[config.mk]
export PLATFORM = sky130hd
export DESIGN_NAME = apb_timer_slave
export DESIGN_NICKNAME = d
export VERILOG_FILES = /design/src/rtl/apb_timer_slave.sv
export SDC_FILE = /design/constraint.sdc
export NUM_CORES = 1
export LEC_CHECK = 0
export CORE_UTILIZATION = 54
export CTS_BUF_LIST = sky130_fd_sc_hd__clkbuf_4 sky130_fd_sc_hd__clkbuf_8
export CTS_CLUSTER_DIAMETER = 150
export DETAILED_ROUTE_END_ITERATION = 16
export PLACE_DENSITY_LB_ADDON = 0.08
export SLEW_MARGIN = 20
export SYNTH_ARGS = -nofsm -noshare
export SYNTH_HDL_FRONTEND = slang
export SYNTH_SLANG_ARGS = --single-unit
[constraint.sdc]
create_clock -name hclk_i -period 2.6 [get_ports hclk_i]
set_input_delay 0.52 -clock hclk_i [delete_from_list [all_inputs] [get_ports hclk_i]]
set_output_delay 0.52 -clock hclk_i [all_outputs]
set_load 0.01 [all_outputs]
[src/rtl/apb_timer_slave.sv]
// APB slave with a 32-bit down-counting timer (CTRL/LOAD/VALUE/INT) and a level interrupt.
// Optional ACCESS-phase wait states are compiled in with the APB_SLV_WAIT_EN macro.
module apb_timer_slave #(
    parameter int unsigned ADDRWIDTH   = 16,
    parameter int unsigned DATAWIDTH   = 32,
    parameter int unsigned WAIT_STATES = 2
) (
    input  logic                 hclk_i,
    input  logic                 hresetn_i,
    input  logic                 pclken_i,
    input  logic                 psel_i,
    input  logic                 penable_i,
    input  logic [ADDRWIDTH-1:0] paddr_i,
    input  logic                 pwrite_i,
    input  logic [DATAWIDTH-1:0] pwdata_i,
    output logic [DATAWIDTH-1:0] prdata_o,
    output logic                 pready_o,
    output logic                 pslverr_o,
    output logic                 timerint_o
);

    localparam logic [1:0] StIdle   = 2'd0;
    localparam logic [1:0] StSetup  = 2'd1;
    localparam logic [1:0] StAccess = 2'd2;

    localparam logic [1:0] AddrCtrl  = 2'd0;
    localparam logic [1:0] AddrLoad  = 2'd1;
    localparam logic [1:0] AddrValue = 2'd2;
    localparam logic [1:0] AddrInt   = 2'd3;

`ifdef APB_SLV_WAIT_EN
    localparam logic [3:0] WaitLoad = 4'(WAIT_STATES);
`else
    logic unused_wait_cfg;
    assign unused_wait_cfg = ^(32'(WAIT_STATES));
`endif

    logic [1:0]           state_q, state_d;
    logic [DATAWIDTH-1:0] prdata_q, prdata_d;
    logic                 pready_q, pready_d;
    logic                 pslverr_q, pslverr_d;
    logic                 err_q, err_d;
`ifdef APB_SLV_WAIT_EN
    logic [3:0]           wait_cnt_q, wait_cnt_d;
`endif

    logic [2:0]           ctrl_q, ctrl_d;
    logic [DATAWIDTH-1:0] load_q, load_d;
    logic [DATAWIDTH-1:0] value_q, value_d;
    logic                 intstat_q, intstat_d;

    logic                 setup_s;
    logic                 access_s;
    logic                 err_s;
    logic                 wr_commit_s;
    logic                 wr_ctrl_s;
    logic                 wr_load_s;
    logic                 wr_int_s;
    logic                 int_set_s;
    logic [DATAWIDTH-1:0] rdata_s;

    assign setup_s  = psel_i & ~penable_i;
    // An access phase only counts if a setup phase was tracked before it.
    assign access_s = psel_i & penable_i & ((state_q == StSetup) | (state_q == StAccess));

    assign err_s = (paddr_i[ADDRWIDTH-1:4] != '0) | (paddr_i[1:0] != 2'b00) |
                   (pwrite_i & (paddr_i[3:2] == AddrValue));

    assign wr_commit_s = pclken_i & access_s & pready_q & pwrite_i & ~err_q;
    assign wr_ctrl_s   = wr_commit_s & (paddr_i[3:2] == AddrCtrl);
    assign wr_load_s   = wr_commit_s & (paddr_i[3:2] == AddrLoad);
    assign wr_int_s    = wr_commit_s & (paddr_i[3:2] == AddrInt);

    always_comb begin
        rdata_s = '0;
        case (paddr_i[3:2])
            AddrCtrl:  rdata_s = {{(DATAWIDTH-3){1'b0}}, ctrl_q};
            AddrLoad:  rdata_s = load_q;
            AddrValue: rdata_s = value_q;
            AddrInt:   rdata_s = {{(DATAWIDTH-1){1'b0}}, intstat_q};
            default:   rdata_s = '0;
        endcase
    end

    // Timer and register-file next state; a LOAD write overrides the decrement.
    always_comb begin
        ctrl_d    = ctrl_q;
        load_d    = load_q;
        value_d   = value_q;
        intstat_d = intstat_q;
        int_set_s = 1'b0;
        if (pclken_i && ctrl_q[0]) begin
            if (value_q > DATAWIDTH'(1)) begin
                value_d = value_q - DATAWIDTH'(1);
            end else if (value_q == DATAWIDTH'(1)) begin
                int_set_s = 1'b1;
                value_d   = ctrl_q[2] ? load_q : '0;
            end
        end
        if (wr_ctrl_s) begin
            ctrl_d = pwdata_i[2:0];
        end
        if (wr_load_s) begin
            load_d  = pwdata_i;
            value_d = pwdata_i;
        end
        if (wr_int_s && pwdata_i[0]) begin
            intstat_d = 1'b0;
        end
        if (int_set_s) begin
            intstat_d = 1'b1;
        end
    end

    // APB handshake: PRDATA/PREADY/PSLVERR are registered for the following bus cycle.
    always_comb begin
        state_d   = state_q;
        prdata_d  = prdata_q;
        pready_d  = pready_q;
        pslverr_d = pslverr_q;
        err_d     = err_q;
`ifdef APB_SLV_WAIT_EN
        wait_cnt_d = wait_cnt_q;
`endif
        if (pclken_i) begin
            if (setup_s) begin
                state_d  = StSetup;
                err_d    = err_s;
                prdata_d = (!pwrite_i && !err_s) ? rdata_s : '0;
`ifdef APB_SLV_WAIT_EN
                wait_cnt_d = WaitLoad;
                pready_d   = (WaitLoad == 4'd0);
                pslverr_d  = err_s & (WaitLoad == 4'd0);
`else
                pready_d  = 1'b1;
                pslverr_d = err_s;
`endif
            end else if (access_s) begin
                if (pready_q) begin
                    state_d   = StIdle;
                    pready_d  = 1'b1;
                    pslverr_d = 1'b0;
                end else begin
                    state_d = StAccess;
                    if (!pwrite_i && !err_q) begin
                        prdata_d = rdata_s;
                    end
`ifdef APB_SLV_WAIT_EN
                    wait_cnt_d = wait_cnt_q - 4'd1;
                    if (wait_cnt_q == 4'd1) begin
                        pready_d  = 1'b1;
                        pslverr_d = err_q;
                    end
`endif
                end
            end else begin
                // Idle, or PSEL dropped mid-transfer: abandon without committing.
                state_d   = StIdle;
                pready_d  = 1'b1;
                pslverr_d = 1'b0;
            end
        end
    end

    always_ff @(posedge hclk_i or negedge hresetn_i) begin
        if (!hresetn_i) begin
            state_q   <= StIdle;
            prdata_q  <= '0;
            pready_q  <= 1'b1;
            pslverr_q <= 1'b0;
            err_q     <= 1'b0;
            ctrl_q    <= '0;
            load_q    <= '0;
            value_q   <= '0;
            intstat_q <= 1'b0;
        end else begin
            state_q   <= state_d;
            prdata_q  <= prdata_d;
            pready_q  <= pready_d;
            pslverr_q <= pslverr_d;
            err_q     <= err_d;
            ctrl_q    <= ctrl_d;
            load_q    <= load_d;
            value_q   <= value_d;
            intstat_q <= intstat_d;
        end
    end

`ifdef APB_SLV_WAIT_EN
    always_ff @(posedge hclk_i or negedge hresetn_i) begin
        if (!hresetn_i) begin
            wait_cnt_q <= 4'd0;
        end else begin
            wait_cnt_q <= wait_cnt_d;
        end
    end
`endif

    assign prdata_o   = prdata_q;
    assign pready_o   = pready_q;
    assign pslverr_o  = pslverr_q;
    assign timerint_o = intstat_q & ctrl_q[1];

endmodule

==> results.json <==
{
  "p_sw_mw": 1.89,
  "placed_cell_area_mm2": 0.00723,
  "synth_top_area_share_pct": 44.3,
  "seqPwrFrac_pct": 39.9,
  "rsz0062_at_grt": "false",
  "ys_warn_count": 0,
  "end_kind": "flop",
  "vdd_drop_max_uv": 475,
  "async_flop_share_pct": 100,
  "grt_remaining_overflow": 0,
  "hold_class": "input port to asynchronous set/reset pin",
  "synth.most_common_cell": "nand2_1",
  "rows": 37,
  "p_clk_share_pct": 22.5,
  "synthFlopType": "dfrtp_1",
  "max_slew.worst_pin.slew_ns": 0.929,
  "core_mm2": 0.0104,
  "fin_skew_ns": 0.0125,
  "hold_slack_ns": 0.134,
  "die-area_mm2": 0.0113,
  "relSlewSlack_pct": 38.1,
  "cts_max_level": 3,
  "fin_ws_ns": 0.0871,
  "hold_viol": 0,
  "status": "finished clean",
  "min_period_over_period_pct": 96.7,
  "cts_setup_buffers": 0,
  "firstDrtPassIters": 8,
  "numCtsBuffers": 9,
  "io_pins": 89,
  "cap_violations": 0,
  "post_cts_resize_count": 0,
  "arrival_ns": 2.82,
  "place_ws_ns": -0.0118,
  "finalSetupViolCount": 0,
  "p_sw_share_pct": 36.1,
  "start_util_pct": 56.3,
  "crit_required_ns": 2.91,
  "die_y_um": 106,
  "synthTopCellsByCount": "158 x nand2_1, 104 x dfrtp_1, 52 x o21ai_0",
  "clock_sinks": 105,
  "place_congestion": 0.947,
  "netlist_area_mm2": 0.00587,
  "clock.fmax_mhz": 398,
  "crit_type": "flop to flop",
  "synth_edf_count": 0,
  "path_clk_slew_ns": 0.10,
  "yosysSeqAreaShare_pct": 44.8,
  "routed_wl_um": 18400,
  "syn_inst": 659,
  "grt_pass1_vias": 5636,
  "clkLatencyLatePin_ns": 0.40,
  "syn2layout_area_growth_pct": 27.4,
  "synthTopCellsByArea": "dfrtp_1 44%, nand2_1 10%, a22oi_1 4.5%, o21ai_0 4.4%, a221o_1 3.1%",
  "yosys.area.top_type": "dfrtp_1",
  "vias_per_cell": 6.33,
  "cts.root.buffer_cell": "clkbuf_8",
  "drt_iter0_drc": 642,
  "nets": 830,
  "p_int_mw": 3.35,
  "syn_nets": 715,
  "grt_antenna_before_repair": 0,
  "die_w_um": 106,
  "cts_tree": "yes",
  "drcViolationCount": 0,
  "antenna_cells": 0,
  "power_per_cell_area_mw_per_mm2": 700,
  "p_leak_nw": 3.30,
  "grt_max_degree": 50,
  "fin_area_mm2": 0.00748,
  "power_frac_comb_pct": 37.5,
  "track_usage_pct": 34.1,
  "synth_seq_cells": 105,
  "fill_cells": 808,
  "clockBufferDepth": 2,
  "crit_fanout": 6,
  "port_buffers": 88,
  "wl_per_cell_um": 20.1,
  "drive_above_1_share_pct": 13.7,
  "start_kind": "flop",
  "postRouteAntennaNets": 0,
  "dp_hpwl_um": 13200,
  "num_vias": 5788,
  "synthDistinctLibCells": 72,
  "drv_slew": 0,
  "postSynthAreaPerCell_um2": 8.91,
  "grt_pass1_wl_um": 29700,
  "holdBufCountCts": 0,
  "fin_crit_ns": 2.51
}
-- state kept, by name (all words and copies together), names as in the netlist --
| name | cells |
|---|---|
| load_q | 32 |
| prdata_o | 32 |
| value_q | 32 |
| ctrl_q | 3 |
| state_q | 2 |
| err_q | 1 |
| intstat_q | 1 |
| pready_o | 1 |
| pslverr_o | 1 |
-- per-stage QoR --
step	util [%]	power [mW]	instances	TNS [ns]
detailed placement	69.4	4.03	899	-0.0225
global placement	69.4	3.99	899	0
finish	71.8	5.23	915	0
global route	71.8	5.49	915	0
floorplan	-	3.25	659	0
CTS	71.6	5.19	915	0
-- cell type report --
class,instances,area [um2],share of cell area (%)
Multi-Input combinational cell,498,3010,40.2
Sequential cell,105,2630,35.2
Timing Repair Buffer,150,1410,18.8
Tap cell,136,170,2.28
Clock buffer,11,151,2.02
Clock inverter,5,77.6,1.04
Inverter,10,37.5,0.502
-- cell families after synthesis --
group	count (synthesis)	synth area share (%)
simple gates	287	24.7
compound gates	188	22.0
flops	105	44.8
buf+inv	56	4.52
xor+xnor	13	1.94
mux	8	1.68
fa+ha+maj	2	0.426
-- critical path, cell delays in order (launching register included) --
cell      delay (ns)
dfrtp_1         0.47
or4_4           0.61
nor4_1          0.32
buf_4           0.17
nand4b_1        0.19
nor3_1          0.32
o32ai_1         0.13
a22oi_1         0.23
-- layer usage --
metal | track usage, % | vias up | part of all wire (%)
li1 | - | 2621 | -
met1 | 47.1 | 2845 | 43
met2 | 53.9 | 289 | 46
met3 | 7.17 | 33 | 8.6
met4 | 10.5 | 0 | 1.8
met5 | 0 | - | 0
-- power by group through the flow --
stage | Combinational (mW) | Sequential [mW] | Clock [mW]
6_report | 1.96 | 2.09 | 1.18
2_1_floorplan | 1.19 | 2.06 | 0
4_1_cts | 1.93 | 2.08 | 1.18
5_1_grt | 2.13 | 2.12 | 1.24
3_3_place_gp | 1.89 | 2.10 | 0
3_5_place_dp | 1.92 | 2.11 | 0
-- cell usage in the layout, fill, tap and decap left out, drive strengths merged, types with 3 or more instances in the layout --
cell type        n
a221o           18
buf             63
and2             7
and3             5
clkbuf          11
nand3           23
mux2             5
xnor2            9
nand2          158
o21ai           53
xor2             4
and4             4
o32ai            3
o31ai            3
a221oi           3
a211oi           4
or3              7
nor3            14
a22oi           35
nor4            15
nand4            7
dfrtp          104
a21o             7
inv             10
nor2            27
a2bb2oi          4
o32a             4
a21oi           32
nor2b            4
nand4b           3
clkdlybuf4s50   87
nand2b           4
-- final timing paths --
check / from / to / slack [ns] / depth (start not counted)
hold / removal: hresetn_i / pslverr_o / 0.13 / 1
setup / recovery: value_q[10] / value_q[30] / 0.09 / 7
setup reg to reg: value_q[10] / value_q[30] / 0.09 / 7
hold reg to reg: prdata_o[7] / prdata_o[7] / 0.49 / 2
min in group hclk_i: prdata_o[7] / prdata_o[7] / 0.49 / 2
max in group asynchronous: hresetn_i / pready_o / 1.77 / 2
No activity file was read; power rests on OpenSTA's default activity.
